**src/rtl/led_matrix_scan.sv**
```systemverilog
// Row-multiplexed driver for an 8x8 red/green dot matrix.
// A double-buffered frame is reloaded once per full scan; each row slot starts
// with a blanking gap so the previous row's columns never ghost into the next.
module led_matrix_scan #(
  parameter int unsigned ROW_CYCLES   = 1000,
  parameter int unsigned BLANK_CYCLES = 50
) (
  input  logic         clk,
  input  logic         rst,
  input  logic         en,
  input  logic [127:0] matrixData,
  output logic [7:0]   row_n,
  output logic [7:0]   col_r,
  output logic [7:0]   col_g,
  output logic         frame_sync
);

  localparam int unsigned DivW = (ROW_CYCLES > 1) ? $clog2(ROW_CYCLES) : 1;
  localparam logic [DivW-1:0] DivLast  = DivW'(ROW_CYCLES - 1);
  localparam logic [DivW-1:0] DivBlank = DivW'(BLANK_CYCLES);

  logic [DivW-1:0] div_q, div_d;
  logic [2:0]      row_idx_q, row_idx_d;
  logic [127:0]    fbuf_q, fbuf_d;
  logic            row_end, load, blank;

  // Per-row view of the frame buffer: element r holds the 16 bits of row r.
  logic [7:0][15:0] fbuf_rows;
  logic [15:0]      row_bits;

  logic [7:0] row_n_d, col_r_d, col_g_d;

  assign fbuf_rows = fbuf_q;
  assign row_bits  = fbuf_rows[row_idx_q];

  // Slot/row counters and frame-buffer load at the very end of row 7.
  always_comb begin
    row_end   = (div_q == DivLast);
    load      = en && row_end && (row_idx_q == 3'd7);
    div_d     = div_q;
    row_idx_d = row_idx_q;
    if (!en) begin
      div_d     = '0;
      row_idx_d = '0;
    end else if (row_end) begin
      div_d     = '0;
      row_idx_d = row_idx_q + 3'd1;
    end else begin
      div_d = div_q + DivW'(1);
    end
    fbuf_d = load ? matrixData : fbuf_q;
  end

  // Output decode from the pre-edge counters; dark during blanking or when disabled.
  always_comb begin
    blank   = !en || (div_q < DivBlank);
    row_n_d = 8'hFF;
    col_r_d = 8'h00;
    col_g_d = 8'h00;
    if (!blank) begin
      row_n_d = ~(8'd1 << row_idx_q);
      for (int c = 0; c < 8; c++) begin
        col_r_d[c] = row_bits[2*c+1];
        col_g_d[c] = row_bits[2*c];
      end
    end
  end

  // State and registered outputs; reset blanks the panel without waiting for a clock.
  always_ff @(posedge clk or posedge rst) begin
    if (rst) begin
      div_q      <= '0;
      row_idx_q  <= '0;
      fbuf_q     <= '0;
      row_n      <= 8'hFF;
      col_r      <= 8'h00;
      col_g      <= 8'h00;
      frame_sync <= 1'b0;
    end else begin
      div_q      <= div_d;
      row_idx_q  <= row_idx_d;
      fbuf_q     <= fbuf_d;
      row_n      <= row_n_d;
      col_r      <= col_r_d;
      col_g      <= col_g_d;
      frame_sync <= load;
    end
  end

endmodule

```
**config.mk**
```make
export PLATFORM = sky130hd
export DESIGN_NAME = led_matrix_scan
export DESIGN_NICKNAME = d
export VERILOG_FILES = /design/src/rtl/led_matrix_scan.sv
export SDC_FILE = /design/constraint.sdc
export NUM_CORES = 1
export LEC_CHECK = 0
export ABC_AREA = 1
export BUFFER_PORTS_ARGS = -buffer_cell sky130_fd_sc_hd__buf_2
export CAP_MARGIN = 15
export CELL_PAD_IN_SITES_DETAIL_PLACEMENT = 1
export CELL_PAD_IN_SITES_GLOBAL_PLACEMENT = 2
export CORE_ASPECT_RATIO = 1.1
export CORE_MARGIN = 2
export CORE_UTILIZATION = 34
export CTS_CLUSTER_SIZE = 28
export DETAILED_ROUTE_END_ITERATION = 12
export GPL_ROUTABILITY_DRIVEN = 0
export PLACE_DENSITY = 0.82
export SYNTH_ARGS = -nofsm -noshare
export SYNTH_HDL_FRONTEND = slang
export SYNTH_SLANG_ARGS = --single-unit
```
**constraint.sdc**
```tcl
create_clock -name clk -period 12.85 [get_ports clk]
set_input_delay 1.285 -clock clk [delete_from_list [all_inputs] [get_ports clk]]
set_output_delay 1.285 -clock clk [all_outputs]
set_load 0.01 [all_outputs]
```
==> results of run 1 <==
final cells by class:
cell class	instances	area (um^2)
clock buffers	24	482
clock inverters	8	145
fillers	2939	13800
inverters	83	317
multi-input cells	719	3270
flip-flops and latches	166	4170
well taps	305	382
repair buffers	165	873
power by group through the flow:
stage | clock [mW] | combinational (mW) | sequential [mW]
3_5_place_dp | 0 | 0.0408 | 0.534
6_report | 0.547 | 0.0397 | 0.524
4_1_cts | 0.557 | 0.0409 | 0.524
3_3_place_gp | 0 | 0.0402 | 0.534
2_1_floorplan | 0 | 0.0149 | 0.534
5_1_grt | 0.576 | 0.0448 | 0.524
worst paths after layout:
check                           slack, ns      endpoint         start
worst min register to register       0.47   fbuf_q[124]   fbuf_q[124]
min in group asynchronous            1.00   fbuf_q[122]           rst
max in group asynchronous           10.31    fbuf_q[57]           rst
worst max-delay path                 9.89  row_idx_q[0]            en
worst min-delay path                 0.47   fbuf_q[124]   fbuf_q[124]
worst max register to register       9.95    fbuf_q[99]  row_idx_q[2]
state kept, by name, summed over array words and instances (netlist names):
name        flops
row_idx_q       3
fbuf_q        128
frame_sync      1
col_g           8
div_q          10
col_r           8
row_n           8
routing by layer:
| layer | global-route usage | vias up | part of all wire |
|---|---|---|---|
| met5 | 0 | - | 0 |
| met4 | 0.0731 | 0 | 0.024 |
| met3 | 0.0287 | 29 | 0.043 |
| met2 | 0.335 | 152 | 0.48 |
| met1 | 0.300 | 3483 | 0.45 |
| li1 | - | 3590 | - |
placed cells by master (no fill, tap or decap):
cell        netlist  routed
clkinv_1          2       2
o21ai_0           4       4
ha_1              7       6
buf_2            26     154
clkbuf_8          0       3
a21oi_1          18      18
o21bai_1          1       1
clkbuf_1         44       4
nand3_4           0       1
buf_16            0       1
dfrtp_2           0       1
clkinvlp_4        0       2
dfstp_2           8       8
nand2_1         448     448
xnor2_1           1       1
nand4_1         128     128
clkinv_2          0       2
clkbuf_16         0      17
bufinv_16         0       4
inv_2             0       1
inv_6             0       1
dfrtp_1         158     157
nand3_1          87      86
nor3_1            4       4
nor3b_1           1       1
nor2_1           19      19
ha_4              0       1
inv_1            81      79
buf_4             6      10
nor2_4            0       1
worst reg2reg max path, delay by kind of cell (launching register included):
family | cells | cell delay, ns
simple gates | 3 | 0.83
fa+ha+maj | 1 | 0.64
buf+inv | 1 | 0.52
flops | 1 | 0.79
kinds of logic after synthesis:
| family | count (synthesis) | share of synthesized area |
|---|---|---|
| xor+xnor | 1 | 0.00108 |
| buf+inv | 165 | 0.0844 |
| compound gates | 23 | 0.0146 |
| flops | 166 | 0.515 |
| simple gates | 688 | 0.374 |
| fa+ha+maj | 7 | 0.0108 |
==> impl_metrics.tcl, run 1 <==
set metrics [dict create \
    crit_path_top_delay_cell "buf_4" \
    synthTopCellsByCount "nand2_1, dfrtp_1, nand4_1" \
    place_area_um2 8980 \
    drt_pre_antenna_iters 4 \
    port_buffers 155 \
    cts_setup_buffers 0 \
    synthFlopType "dfrtp_1" \
    path_cells "buf_4, buf_4, nand2_1, inv_1, nand2_1, o21ai_0" \
    io_pins 156 \
    crit_cells 6 \
    fmax_mhz 338 \
    drv_slew 0 \
    synthCells 1050 \
    final_cell_area_um2 9630 \
    yosys_warnings 0 \
    power_frac_comb 0.036 \
    yosysMostFrequentCell "nand2_1" \
    htreeDepth 4 \
    run_status "completed" \
    core_um2 23500 \
    drt-initial-drc-count 479 \
    start_kind "primary input" \
    drcViolationCount 0 \
    via_per_inst 4.93 \
    final_util 0.410 \
    synth_edf_count 0 \
    crit_family "buffers and inverters" \
    finalSetupViolCount 0 \
    yosys.area.top_type_share 0.489 \
    yosysTopAreaCell "dfrtp_1" \
    fin_setup_tns_ns 0 \
    synth_cell_types 21 \
    setup_slack_ns 9.89 \
    max-cap-violations 0 \
    synthArstFlopShare 1.00 \
    arrival_ns 3.29 \
    die-area_um2 25000 \
    area_growth_syn_to_layout_pct 19.1 \
    skew_ns 0.00928 \
    cts_buffer_depth 2 \
    hpwl_um 17600 \
    fin_crit_sh 0.230 \
    synth.avg_cell_area_um2 7.70 \
    cts-root-buf "clkbuf_16" \
    die_w_um 151 \
    grt_pass1_wl_um 40800 \
    grt_usage 0.212 \
    wire_per_inst_um 17.5 \
    crit_fanout 106 \
    ant_nets 0 \
    switchingPower_mw 0.232 \
    synth.net_count 1188 \
    antennaDiodeCount 0 \
    rows 59 \
    stdcell_count 1470 \
    grt_pass1_vias 7446 \
    ctsHoldBuffers 0 \
    p_int_mw 0.879 \
    p_per_area_nw_per_um2 115 \
    ys_ff_latch 166 \
    overflow 0 \
    wl_um 25700 \
    die_h_um 166 \
    cts.repair.resized 0 \
    cts.sink_count 166 \
    ys_seq_area_frac 0.515 \
    drive_gt1_frac 0.178 \
    swShare 0.208 \
    rsz0062_at_grt "false" \
    tightest_slew_ns 1.20 \
    leakage_nw 5.12 \
    crit_type "primary input to flip-flop" \
    cts_tree "done" \
    antenna_found_initial 0 \
    rr_worst_depth 5 \
    relSlewSlack 0.201 \
    p_total_mw 1.11 \
    worst-path-buf-inv 3 \
    hold_class "flip-flop to flip-flop" \
    netlist_top_cells_area "dfrtp_1, nand2_1, nand4_1" \
    grt_max_degree 131 \
    hold_path_depth 2 \
    required_ns 13.18 \
    place_inst 1437 \
    clockPowerShare 0.492 \
    finalHoldViolCount 0 \
    clkSlewWorstSetupHoldPaths_ns 0.06 \
    fin_crit_ns 2.96 \
    ir_drop_mv 0.0864 \
    cpPeakStageDelay_ns 0.82 \
    clkLatencyLatePin_ns 0.42 \
    pre_cts_ws_ns 9.50 \
    hold_ws_ns 0.469 \
    numCtsBuffers 17 \
    syn_area_um2 8080 \
    vias 7254 \
    endpoint_kind "flip-flop" \
    start_util 0.344 \
    p_seq_frac 0.472 \
    nets 1290 \
]
(Power assumes the default switching activity.)
==> inputs of run 2 (changes only) <==
--- a/config.mk
+++ b/config.mk
@@ -5,18 +5,18 @@
 export SDC_FILE = /design/constraint.sdc
 export NUM_CORES = 1
 export LEC_CHECK = 0
-export ABC_AREA = 1
+export ABC_AREA = 0
 export BUFFER_PORTS_ARGS = -buffer_cell sky130_fd_sc_hd__buf_2
 export CAP_MARGIN = 15
 export CELL_PAD_IN_SITES_DETAIL_PLACEMENT = 1
 export CELL_PAD_IN_SITES_GLOBAL_PLACEMENT = 2
 export CORE_ASPECT_RATIO = 1.1
 export CORE_MARGIN = 2
-export CORE_UTILIZATION = 34
+export CORE_UTILIZATION = 35
 export CTS_CLUSTER_SIZE = 28
 export DETAILED_ROUTE_END_ITERATION = 12
 export GPL_ROUTABILITY_DRIVEN = 0
-export PLACE_DENSITY = 0.82
+export PLACE_DENSITY = 0.73
 export SYNTH_ARGS = -nofsm -noshare
 export SYNTH_HDL_FRONTEND = slang
 export SYNTH_SLANG_ARGS = --single-unit
==> constraint.sdc (replaced) <==
create_clock -name clk -period 2.7 [get_ports clk]
set_input_delay 0.27 -clock clk [delete_from_list [all_inputs] [get_ports clk]]
set_output_delay 0.27 -clock clk [all_outputs]
set_load 0.01 [all_outputs]
==> run 2 against run 1 <==
The flow now finishes with violations (hold timing). Non-clock buffer count stayed put. Count of clock-buffer cells in the layout is 3 higher. Sequential share of layout area is 1.6 points higher. Final area is 3.5% lower. Setup slack worse by 9.4 ns. Combinational power grew to 4.2 times the previous value. Critical path depth stayed put. First-iteration DRC count is 59% lower. Clock skew is 0.0013 ns lower. Critical path type is now flip-flop to flip-flop.
==> impl_metrics.tcl, run 2 <==
set metrics [dict create \
    grt_usage 0.165 \
    synth_top_family_by_area "multiplexers" \
    drt_pre_antenna_iters 4 \
    synthCells 478 \
    cts.sink_count 166 \
    hold_class "primary input to async pin" \
    overflow 0 \
    synthFlopType "dfrtp_1" \
    violations "hold timing" \
    skew_ns 0.00796 \
    grt_pass1_vias 5192 \
    htreeDepth 4 \
    start_kind "flip-flop" \
    endpoint_kind "flip-flop" \
    ys_ff_latch 166 \
    ys_seq_area_frac 0.542 \
    fin_crit_ns 2.22 \
    yosysMostFrequentCell "dfrtp_1" \
    yosys_warnings 0 \
    ctsHoldBuffers 0 \
    place_area_um2 8720 \
    cts_buffer_depth 2 \
    leakage_nw 4.84 \
    fmax_mhz 451 \
    synth_fa_ha_area_frac 0.0114 \
    nets 772 \
    synth_xor_area_frac 0.00342 \
    p_per_area_nw_per_um2 541 \
    synth_edf_count 0 \
    area_growth_syn_to_layout_pct 21.1 \
    io_pins 156 \
    multi_input_area_um2 3270 \
    ir_drop_mv 0.406 \
    numCtsBuffers 17 \
    fin_crit_sh 0.821 \
    max-cap-violations 0 \
    rsz0062_at_grt "false" \
    synth.avg_cell_area_um2 16.1 \
    required_ns 3.00 \
    yosys.area.top_type_share 0.515 \
    relSlewSlack 0.296 \
    p_total_mw 5.03 \
    hpwl_um 12600 \
    die_w_um 145 \
    cts.repair.resized 0 \
    n_fill_cell 2225 \
    drt-initial-drc-count 195 \
    antenna_found_initial 1 \
    die-area_um2 23100 \
    yosys.area_share.simple 0.0557 \
    ant_nets 0 \
    tightest_slew_ns 1.06 \
    wire_per_inst_um 19.4 \
    cts-root-buf "clkbuf_16" \
    syn_area_um2 7680 \
    cts_tree "done" \
    synthArstFlopShare 1.00 \
    netlist_top_cells_area "dfrtp_1, mux2_4, mux4_2" \
    rows 56 \
    core_um2 21400 \
    crit_type "flip-flop to flip-flop" \
    die_h_um 159 \
    cts_setup_buffers 0 \
    arrival_ns 2.52 \
    drive_gt1_frac 0.563 \
    layout_commonest_cell "dfrtp_1" \
    muxShareOfSynthArea 0.344 \
    port_buffers 155 \
    synth_cell_types 35 \
    synth.net_count 616 \
    crit_fanout 76 \
    clkSlewWorstSetupHoldPaths_ns 0.06 \
    grt_pass1_wl_um 29800 \
    largest_register_ffs 128 \
    layout_common_cells "dfrtp_1, buf_2, mux2_4" \
    yosysTopAreaCell "dfrtp_1" \
    regArea_um2 4170 \
    finalSetupViolCount 0 \
    run_status "complete, but fails checks" \
    drcViolationCount 0 \
    final_cell_area_um2 9300 \
    largest-register "fbuf_q" \
    finalHoldViolCount 3 \
    wl_um 18200 \
    hold_ws_ns -0.0210 \
    clkLatencyLatePin_ns 0.41 \
    start_util 0.358 \
    vias 4470 \
    drv_slew 0 \
    grt_max_degree 167 \
    reg_top3 "fbuf_q (128), div_q (10)" \
    fin_setup_tns_ns 0 \
    synth_compound_area_frac 0.0114 \
    synthTopCellsByCount "dfrtp_1, mux2_4, nor2_1" \
    via_per_inst 4.77 \
    place_inst 905 \
    stdcell_count 938 \
]
[run 2: final cells by class]
| cell class | instances | share of cell area |
|---|---|---|
| Antenna cell | 1 | 0.000269 |
| Clock buffer | 27 | 0.0552 |
| Clock inverter | 5 | 0.00673 |
| Inverter | 7 | 0.00323 |
| Multi-Input combinational cell | 277 | 0.352 |
| Sequential cell | 166 | 0.448 |
| Tap cell | 290 | 0.0390 |
| Timing Repair Buffer | 165 | 0.0955 |
[run 2: worst paths after layout]
| kind | slack [ns] | startpoint | depth (start not counted) | end |
|---|---|---|---|---|
| setup / recovery | 0.48 | row_idx_q[0] | 6 | fbuf_q[54] |
| hold / removal | -0.02 | rst | 3 | fbuf_q[55] |
| setup reg to reg | 0.48 | row_idx_q[0] | 6 | fbuf_q[54] |
| hold reg to reg | 0.49 | div_q[0] | 1 | div_q[0] |
| max in group asynchronous | 1.77 | rst | 3 | row_idx_q[0] |
| min in group clk | 0.08 | matrixData[34] | 2 | fbuf_q[34] |
[run 2: kinds of logic after synthesis]
logic type | after synthesis
flops | 166
mux | 163
simple gates | 90
buf+inv | 35
compound gates | 14
fa+ha+maj | 7
xor+xnor | 3
[run 2: worst max-delay path, cell delays in order, from the launching register on]
cell     delay [ns]
dfrtp_2        0.40
ha_1           0.22
ha_1           0.19
and4_1         0.16
or4b_4         0.23
buf_12         0.42
mux2_2         0.40
[run 2: per-layer routing]
metal / vias up / wire [um] / GRT usage
li1: 2035 / - / -
met1: 2315 / 7550 / 0.203
met2: 102 / 9500 / 0.287
met3: 16 / 897 / 0.0487
met4: 2 / 197 / 0.0401
met5: - / 13 / 0
[run 2: where the power goes]
| part | switching (mW) | internal [mW] |
|---|---|---|
| clock | 0.963 | 1.40 |
| sequential | 0.00463 | 2.49 |
| combinational | 0.0886 | 0.0775 |
[run 2: stage by stage]
stage / util / worst slack [ns]
final: 0.434 / 0.484
after global routing: 0.434 / 0.396
after CTS: 0.434 / 0.481
after detailed placement: 0.407 / 0.493
after global placement: 0.407 / 0.516
after floorplan: - / 0.324
==> inputs of run 3 (changes only) <==
==> constraint.sdc (replaced) <==
create_clock -name clk -period 2.01 [get_ports clk]
set_input_delay 0.201 -clock clk [delete_from_list [all_inputs] [get_ports clk]]
set_output_delay 0.201 -clock clk [all_outputs]
set_load 0.01 [all_outputs]
==> run 3 against run 2 <==
The run ends with setup timing left. Sequential power up 34%. Count of clock-buffer cells in the layout shrank 4. First-iteration DRC count fell by 5.6%. Setup slack got worse by 0.65 ns. Clock skew about the same. Routed wire length grew 14%. Maximum frequency rose by 2.1%. Combinational power increased by 99%.
==> impl_metrics.tcl, run 3 (synthesized netlist as in run 2, its figures left out) <==
set metrics [dict create \
    run_status "complete, but fails checks" \
    violations "setup timing" \
    p_seq_frac 0.482 \
    die_h_um 159 \
    n_fill_cell 2188 \
    wl_um 20700 \
    rows 56 \
    r2r_start "row_idx_q[1]" \
    relSlewSlack 0.607 \
    die_w_um 145 \
    numCtsBuffers 17 \
    rr_worst_depth 7 \
    largest_register_ffs 128 \
    power_frac_comb 0.047 \
    p_per_area_nw_per_um2 667 \
    start_util 0.358 \
    start_kind "flip-flop" \
    fin_crit_sh 1.08 \
    drive_gt1_frac 0.548 \
    holdPathEnd "fbuf_q[75]" \
    fin_crit_ns 2.17 \
    io_pins 156 \
    hold_path_depth 2 \
    wire_per_inst_um 20.2 \
    rsz0062_at_grt "true" \
    switchingPower_mw 1.51 \
    fmax_mhz 461 \
    largest-register "fbuf_q" \
    highest_layer "met4" \
    drv_slew 0 \
    finalHoldViolCount 0 \
    fin_setup_tns_ns -17.08 \
    cts-root-buf "clkbuf_16" \
    reg_top3 "fbuf_q (128), div_q (10)" \
    drt-met1-wl_um 8710 \
    drt-initial-drc-count 184 \
    port_buffers 155 \
    arrival_ns 2.48 \
    endpoint_kind "flip-flop" \
    grt_pass1_wl_um 33600 \
    ant_nets 0 \
    clkSlewWorstSetupHoldPaths_ns 0.07 \
    stdcell_count 1024 \
    clkLatencyLatePin_ns 0.42 \
    layout_common_cells "dfrtp_1, buf_2, mux2_4" \
    hpwl_um 13300 \
    via_per_inst 4.82 \
    finalSetupViolCount 128 \
    antenna_found_initial 0 \
    r2r-end "fbuf_q[113]" \
    r2r_slack_ns -0.16 \
    pre_cts_ws_ns -0.166 \
    multi_input_area_um2 3300 \
    swShare 0.217 \
    die-area_um2 23100 \
    clockPowerShare 0.471 \
    ir_drop_mv 0.544 \
    grt_usage 0.188 \
    vias 4938 \
    routed-wl-met2_um 10900 \
    hold_ws_ns 0.0111 \
    area_growth_syn_to_layout_pct 35.6 \
    antennaDiodeCount 0 \
    wl_met3_um 852 \
    nets 859 \
    required_ns 2.32 \
    hold_class "primary input to flip-flop" \
    crit_fanout 7 \
    core_um2 21400 \
    cts_buffer_depth 2 \
    grt_max_degree 61 \
    cts_tree "done" \
    leakage_nw 5.36 \
    min_from "matrixData[75]" \
    crit_type "flip-flop to flip-flop" \
    skew_ns 0.00835 \
    max-cap-violations 0 \
    layout_commonest_cell "dfrtp_1" \
    drt_pre_antenna_iters 4 \
    regArea_um2 4170 \
    place_inst 923 \
    drcViolationCount 0 \
    p_total_mw 6.95 \
    overflow 0 \
    cts.sink_count 166 \
    htreeDepth 4 \
    grt_pass1_vias 5804 \
    p_int_mw 5.44 \
    tightest_slew_ns 0.590 \
    setup_slack_ns -0.161 \
]
## run 3: cell types whose count changed in the layout (fill, tap and decap cells not counted), moves of 3 or more
cell	change
dlygate4sd3_1	+52
buf_4	+17
buf_16	+12
clkbuf_8	-3
clkinv_4	+3
## run 3: metal layers
metal / vias up / track usage
li1: 2219 / -
met4: 0 / 0.0490
met5: - / 0
met3: 12 / 0.0410
met1: 2600 / 0.235
met2: 107 / 0.329
## run 3: power groups by stage
| stage | clock network [mW] | registers, mW | logic, mW |
|---|---|---|---|
| floorplan | 0 | 3.41 | 0.0675 |
| global placement | 0 | 3.41 | 0.249 |
| detailed placement | 0 | 3.41 | 0.260 |
| CTS | 3.35 | 3.35 | 0.340 |
| global route | 3.51 | 3.35 | 0.367 |
| finish | 3.27 | 3.35 | 0.330 |
## run 3: timing repair
| item | in CTS | in global routing |
|---|---|---|
| setup buffers | 4 | 2 |
| pin swaps | 1 | 0 |
| cloned | 10 | 1 |
| resized for setup | 23 | 4 |
| endpoints found under the setup margin | 135 | 144 |
| endpoints found under the hold margin | 64 | 0 |
| hold buffers | 52 | 0 |
## run 3: how the worst max path moves through the flow
stage               slack, ns     endpoint  cells after the start          from
floorplan               -0.30     col_g[0]                      1           rst
global placement         -0.1    fbuf_q[6]                      6  row_idx_q[0]
detailed placement      -0.17   fbuf_q[30]                      6  row_idx_q[0]
CTS                     -0.15   fbuf_q[30]                      7  row_idx_q[1]
global route            -0.20   fbuf_q[32]                      7  row_idx_q[1]
finish                  -0.16  fbuf_q[113]                      7  row_idx_q[1]
## run 3: worst max-delay path, stage by stage (launching register included)
cell	delay (ns)
dfrtp_2	0.39
ha_4	0.15
ha_4	0.13
and4_1	0.20
or4b_4	0.53
buf_12	0.19
clkbuf_16	0.18
mux2_4	0.29
## run 3: per-stage QoR
stage	cell area [um^2]	utilization
floorplan	7680	-
global placement	8870	0.414
detailed placement	8870	0.414
CTS	10400	0.483
global route	10400	0.486
finish	10400	0.486
## run 3: area by class of cell
cell class / instances / share of cell area
sequential: 166 / 0.400
timing repair buffer: 252 / 0.189
multi-input combinational: 277 / 0.317
clock inverter: 9 / 0.0114
tap: 290 / 0.0348
clock buffer: 23 / 0.0449
inverter: 7 / 0.00288
